<file path="src/rtl/spi_slave_rx.sv">
// rtl/spi_slave_rx.sv - SPI slave receive deserialiser with FWFT word FIFO
//
// Samples master_data_out on every rising clk edge while chip_sel is low,
// assembles MSB-first DATA_W-bit words and pushes each completed word into a
// DEPTH-entry first-word-fall-through FIFO.
//
// Ports:
//   clk             system clock, all sampling on rising edge
//   reset           synchronous active-low reset
//   chip_sel        slave select from master, active-low
//   master_data_out serial data from master
//   rd_en           pop the head word (ignored while rx_empty)
//   rx_data         FIFO head word, valid while rx_empty=0
//   rx_empty        FIFO empty
//   rx_full         FIFO full
//   rx_count        number of words held (0..DEPTH)
//   busy            high while a frame is being shifted in
//   frame_err       one-cycle pulse: frame ended on a partial word
//   overflow        sticky: a completed word was dropped on a full FIFO
module spi_slave_rx #(
    parameter int DATA_W = 8,
    parameter int DEPTH  = 4
) (
    input  logic                       clk,
    input  logic                       reset,
    input  logic                       chip_sel,
    input  logic                       master_data_out,
    input  logic                       rd_en,
    output logic [DATA_W-1:0]          rx_data,
    output logic                       rx_empty,
    output logic                       rx_full,
    output logic [$clog2(DEPTH):0]     rx_count,
    output logic                       busy,
    output logic                       frame_err,
    output logic                       overflow
);

    localparam int CW = $clog2(DATA_W);
    localparam int AW = $clog2(DEPTH);

    typedef enum logic {
        IDLE  = 1'b0,
        SHIFT = 1'b1
    } state_t;

    state_t              state;
    logic [CW-1:0]       bit_cnt;
    logic [DATA_W-1:0]   shift_reg;
    logic [DATA_W-1:0]   mem [DEPTH];
    logic [AW-1:0]       wr_ptr;
    logic [AW-1:0]       rd_ptr;
    logic [AW:0]         count;

    logic                last_bit;
    logic                push;
    logic                pop;
    logic                push_ok;
    logic                fifo_full;
    logic [DATA_W-1:0]   word_in;

    // The completing edge sees the final bit on the wire, so the word is
    // formed from the shift register plus the live input bit.
    assign last_bit  = (bit_cnt == CW'(DATA_W - 1));
    assign word_in   = {shift_reg[DATA_W-2:0], master_data_out};
    assign push      = !chip_sel && last_bit;
    assign pop       = rd_en && (count != '0);
    assign fifo_full = (count == (AW+1)'(DEPTH));
    // A same-edge pop frees the slot, so a full FIFO can still accept.
    assign push_ok   = push && (!fifo_full || pop);

    always_ff @(posedge clk) begin
        if (!reset) begin
            state     <= IDLE;
            bit_cnt   <= '0;
            shift_reg <= '0;
            frame_err <= 1'b0;
        end else begin
            frame_err <= 1'b0;
            if (!chip_sel) begin
                // IDLE and SHIFT sample identically; the state only tracks
                // whether a frame is open.
                state     <= SHIFT;
                shift_reg <= word_in;
                bit_cnt   <= last_bit ? '0 : bit_cnt + 1'b1;
            end else begin
                state     <= IDLE;
                bit_cnt   <= '0;
                shift_reg <= '0;
                if (state == SHIFT && bit_cnt != '0)
                    frame_err <= 1'b1;
            end
        end
    end

    always_ff @(posedge clk) begin
        if (!reset) begin
            for (int i = 0; i < DEPTH; i++)
                mem[i] <= '0;
            wr_ptr   <= '0;
            rd_ptr   <= '0;
            count    <= '0;
            overflow <= 1'b0;
        end else begin
            if (push_ok) begin
                mem[wr_ptr] <= word_in;
                wr_ptr      <= wr_ptr + 1'b1;
            end
            if (pop)
                rd_ptr <= rd_ptr + 1'b1;
            if (push && !push_ok)
                overflow <= 1'b1;
            case ({push_ok, pop})
                2'b10:   count <= count + 1'b1;
                2'b01:   count <= count - 1'b1;
                default: count <= count;
            endcase
        end
    end

    assign rx_data  = mem[rd_ptr];
    assign rx_empty = (count == '0);
    assign rx_full  = fifo_full;
    assign rx_count = count;
    assign busy     = (state == SHIFT);

endmodule

</file>
<file path="config.mk">
export PLATFORM = sky130hd
export DESIGN_NAME = spi_slave_rx
export DESIGN_NICKNAME = d
export VERILOG_FILES = /design/src/rtl/spi_slave_rx.sv
export SDC_FILE = /design/constraint.sdc
export NUM_CORES = 1
export LEC_CHECK = 0
export CORE_ASPECT_RATIO = 0.9
export CORE_MARGIN = 2
export CORE_UTILIZATION = 56
export CTS_CLUSTER_SIZE = 12
export DETAILED_ROUTE_END_ITERATION = 8
export PLACE_DENSITY_LB_ADDON = 0.25
export SYNTH_ARGS = -nofsm -noshare
export SYNTH_HDL_FRONTEND = slang
export SYNTH_SLANG_ARGS = --single-unit
</file>
<file path="constraint.sdc">
create_clock -name clk -period 2.65 [get_ports clk]
set_clock_uncertainty 0.05 [all_clocks]
set_input_delay 0.6625 -clock clk [delete_from_list [all_inputs] [get_ports clk]]
set_output_delay 0.6625 -clock clk [all_outputs]
set_load 0.02 [all_outputs]
</file>
### Word level (Yosys, flattened, before mapping)

Memory sizes are Yosys's and may differ from the RTL's. A register that Yosys moved wholly into a read port is not among the register bits.
Cells that the tools add are included.

| cells by class | value |
|---|---|
| add/sub/neg operators | 5 |
| equal/unequal tests | 4 |
| muxes and demuxes | 12 |
| bitwise operators | 1 |
| reductions and logical operators | 17 |

Operators with widths:

| kind | count |
|---|---|
| 8-bit 2-to-1 mux | 1 |
| 8-bit OR reduction | 1 |
| 1-bit 2-to-1 mux | 7 |
| 3-bit by 1-bit adder with 3-bit output (second input constant) | 2 |
| 3-bit == test (second input constant) | 2 |
| 2-bit 2-to-1 mux | 3 |
| 3-bit case mux with 2 select lines | 1 |
| 3-bit nonzero test | 2 |
| 1-bit logical AND | 5 |
| 2-bit by 1-bit adder with 2-bit output (second input constant) | 2 |
| 1-bit zero test | 3 |
| 3-bit zero test | 1 |
| 3-bit OR reduction | 1 |
| 3-bit by 1-bit subtractor with 3-bit output (second input constant) | 1 |
| 2-bit by 1-bit == test with 1-bit output (second input constant) | 1 |
| 2-bit == test (second input constant) | 1 |
| 2-bit AND reduction | 1 |
| 2-bit nonzero test | 1 |
| 2-bit OR reduction | 1 |
| 1-bit logical OR | 1 |
| 1-bit inverter | 1 |

| word-level totals | value |
|---|---|
| flip-flop bits (word level) | 20 |
| memory bits (writable) | 32 |
| input bits | 5 |
| output and inout bits | 16 |
| word-level logic and storage cells | 48 |
| memories | 1 |

Memory list:

| memory | words | bits a word | rd ports | clocked after Yosys merged registers in | wr ports | RTL line | RTL |
|---|---|---|---|---|---|---|---|
| mem | 4 | 8 | 1 | 1 | 4 | 49 | `logic [DATA_W-1:0] mem [DEPTH];` |

### Depth between registers and ports, before layout

| logic depth | value |
|---|---|
| word-level depth | 9 |
| gate-level depth with buffers | 9 |
| gate-level depth less buffers | 8 |

### Worst setup path after synthesis

OpenSTA, ideal clock, no wires.

| path | value |
|---|---|
| path type | register to register |
| from | reg bit_cnt[0] |
| to | reg count[2] (netlist: rx_count[2]) |
| setup time | 0.120 ns |
| data arrival time | 2.186 ns |
| required time | 2.480 ns |
| path slack | 0.294 ns |
| stages on the path, launching flop included | 10 |
| path buffers | 1 |
| clock period less this slack | 2.356 ns |
| cells stage by stage | dfxtp_1 ha_1 ha_1 nand2b_1 buf_6 nand2_1 fa_1 or3_1 and3_1 o31a_1 |

| between the ends | value |
|---|---|
| cells in the longest elaborated chain, start to end | 5 |
| elaborated cells between the ends (all ways) | 7 |
| classes of those cells | eq/ne (3); mux (1); reduce/logical (3) |

RTL lines:

| what | RTL line | RTL |
|---|---|---|
| start: declaration | 47 | `logic [CW-1:0] bit_cnt;` |
| start signal: assignment | 84 | `bit_cnt <= last_bit ? '0 : bit_cnt + 1'b1;` |
| 3-bit == test (*) | 63 | `assign last_bit = (bit_cnt == CW'(DATA_W - 1));` |
| 1-bit logical AND (*) | 65 | `assign push = !chip_sel && last_bit;` |
| 1-bit logical AND (*) | 69 | `assign push_ok = push && (!fifo_full \|\| pop);` |
| 2-bit by 1-bit == test with 1-bit output / 2-bit == test (equally long branches) | 112 | `case ({push_ok, pop})` |
| 3-bit case mux with 2 select lines / 2-bit nonzero test (equally long branches) | - |  |
| end signal: assignment | 113 | `2'b10: count <= count + 1'b1;` |
| end signal: assignment | 114 | `2'b01: count <= count - 1'b1;` |
| end signal: assignment | 115 | `default: count <= count;` |
| end: declaration | 52 | `logic [AW:0] count;` |

Mark *: on every way between the ends. The rest lies on a longest branch, timed or not.
A chain may end at the register's enable or synchronous reset.

### Worst setup path in the final report

| path | value |
|---|---|
| from | in chip_sel |
| to | reg count[2] (netlist: rx_count[2]) |

| between the ends | value |
|---|---|
| cells in the longest elaborated chain, start to end | 5 |
| elaborated cells between the ends (all ways) | 7 |
| classes of those cells | eq/ne (2); mux (1); reduce/logical (4) |

RTL lines:

| what | RTL line | RTL |
|---|---|---|
| start: declaration | 26 | `input logic chip_sel,` |
| 1-bit zero test (*) | - |  |
| 1-bit logical AND (*) | 65 |  |
| 1-bit logical AND (*) | 69 |  |
| 2-bit by 1-bit == test with 1-bit output / 2-bit == test (equally long branches) | 112 |  |
| 3-bit case mux with 2 select lines / 2-bit nonzero test (equally long branches) | - |  |

Marked as above.

==> results.toml <==
[floorplan]
die_h_um = 64.08
rows = 21
die_w_um = 70.76
core_um2 = 3784
start_util_pct = 59.36
ios = 21
die_area_um2 = 4534

[pwr]
p_sw_uw = 296.4
peakVddDrop_mv = 0.3478
swShare_pct = 19.64
combPwrFrac_pct = 4.3
pwr-share-clk_pct = 35.3
leakagePower_uw = 0.001047
pwr_density_cell_nw_per_um2 = 560.8
power_uw = 1509
p_int_uw = 1212
power_frac_seq_pct = 60.4

[synth]
synth_area_um2 = 2246
synth_area_per_cell_um2 = 12.41
synth_cell_types = 34
synth_top_area_share_pct = 42.79
synth-seq-area-share_pct = 62.40
yosys_most_used_dff = "edfxtp_1"
yosysMostFrequentCell = "nor2_1"
netlist_top_cells_area = "edfxtp_1 (43%), dfxtp_1 (20%), mux4_2 (8.0%)"
synth_top_cell_by_area = "edfxtp_1"
synth-edff-count = 32
ys_ff_latch = 54
syn_nets = 190
ys_top_cells_by_count = "nor2_1 (33), edfxtp_1 (32), dfxtp_1 (22)"
ys_warn_count = 0
async_reset_ff_share_pct = 0
syn_inst = 181

[layout]
largest_reg_flops = 32
fin_cells = 261
syn_to_final_growth_pct = 19.78
seqCellArea_um2 = 1401
fillCellCount = 271
multi_input_area_um2 = 754.5
diodes = 0
fin_area_um2 = 2690
final_nets = 223
drive_gt1_share_pct = 15.35
final_util_pct = 71.10

[route]
firstDrtPassIters = 4
wl_per_cell_um = 15.74
antenna_left = 0
drc = 0
drtIter0Drc = 148
vias_per_cell = 5.452
totalWireLength_um = 4109
via_count = 1423

[clocking]
htreeDepth = 2
insertion_delay_ps = 310
cts_buffers = 5
cts_sinks = 54
cts_tree = "built"
cts_root_buffer = "clkbuf_8"
clk_pin_slew_ps = 90
postCtsHoldBufs = 0
cts.path.max_buffers = 2

[setup_path]
cp_max_fo = 3
cp.required_ps = 2810
r2r_cells = 8
crit_type = "in -> reg"
crit_arrival_ps = 2620
critPathCaptureType = "flip-flop"
r2r_slack_ps = 320
start_kind = "input port"

[sta]
final_hold_viol_count = 0
fmax_mhz = 406.0
rsz0062_at_grt = "no"
slew_viol_final = 0
setup_viol = 0
worstMarginPinSlew_ps = 452.5
setup_tns_ps = 0
fin_crit_ps = 2463
relSlewSlack_pct = 69.41
fin_crit_sh_pct = 92.94

[hold_path]
holdPathStages = 1
worstHoldPathType = "reg -> reg"

[global_route]
antenna_found_initial = 0
grt_pass1_wl_um = 6920
grtUsageTotal_pct = 20.69
first_global_vias = 1441
grt_max_degree = 17
gr-total-overflow = 0

[placement]
placed_area_um2 = 2569
port_buffers = 20
dp_hpwl_um = 2976
dp.cells = 253
place_congestion = 0.7744

[outcome]
status = "finished clean"

[job]
drv_cap = 0
## routing by layer
layer  part of all wire, %  routed length [um]  track usage, %  vias up
met5                     0                   0               0        -
met4                   1.2                  49           7.311        0
met3                   5.5                 227           6.940        7
met2                    51                2087           34.70       34
met1                    42                1744           25.03      695
li1                      -                   -               -      687
## cell usage in the layout, fill, tap and decap left out, drive strengths merged, types with 4 or more instances in the layout
cell type      Yosys  layout
dlymetal6s2s       0       6
clkdlybuf4s50      0      12
mux4               8       8
buf                7      15
nand2             16      16
clkbuf             2       5
nand3              4       4
inv                8       8
edfxtp            32      32
nor2              34      34
and2              12      12
dfxtp             22      22
## metrics by stage
stage          setup WS (ps)  hold WS (ps)
2_1_floorplan          294.4         375.9
3_3_place_gp          -69.34         389.1
3_5_place_dp          -125.5         396.5
4_1_cts                35.80         415.4
5_1_grt                127.5         436.0
6_report               187.0         415.0
## repair_timing
| action | 4_1_cts | 5_1_grt |
|---|---|---|
| pin swaps | 0 | 0 |
| setup endpoints to repair | 2 | 6 |
| setup buffers | 0 | 0 |
| gates resized for setup | 2 | 6 |
## layout make-up
cell class | count | area share (%)
inverters | 8 | 1.116
well taps | 46 | 2.140
clock buffers | 5 | 2.558
multi-input cells | 110 | 28.05
flip-flops and latches | 54 | 52.09
repair buffers | 35 | 12.56
clock inverters | 3 | 1.488
## worst max-delay path: stages
cell and delay (ps):
clkdlybuf4s50_1 500, nand2b_1 150, nand2_1 70, fa_1 390
or3_1 370, and3_1 190, o31a_1 280
## power by group through the flow
stage	Sequential (uW)	Clock (uW)	Combinational (uW)
2_1_floorplan	929	0	30.8
5_1_grt	914	580	70.4
3_5_place_dp	931	0	66.8
4_1_cts	912	535	66.2
3_3_place_gp	930	0	64.2
6_report	911	533	64.8
## final timing paths
check | start | end
max reg2reg | bit_cnt[0] | rx_count[2]
min | shift_reg[5] | shift_reg[6]
min reg2reg | shift_reg[5] | shift_reg[6]
max | chip_sel | rx_count[2]
## logic make-up (layout without fill, tap and decap cells)
family / Yosys count / after routing / synth area share (%)
AOI/OAI and AO/OA: 10 / 10 / 2.953
DFF: 54 / 54 / 62.40
xor gates and xnor gates: 4 / 4 / 1.560
muxes: 10 / 10 / 8.914
buffers and inverters: 17 / 51 / 4.011
and+or+nand+nor: 82 / 82 / 17.60
adders and majority gates: 4 / 4 / 2.563
Note: power is estimated with default switching activity, not from simulation.
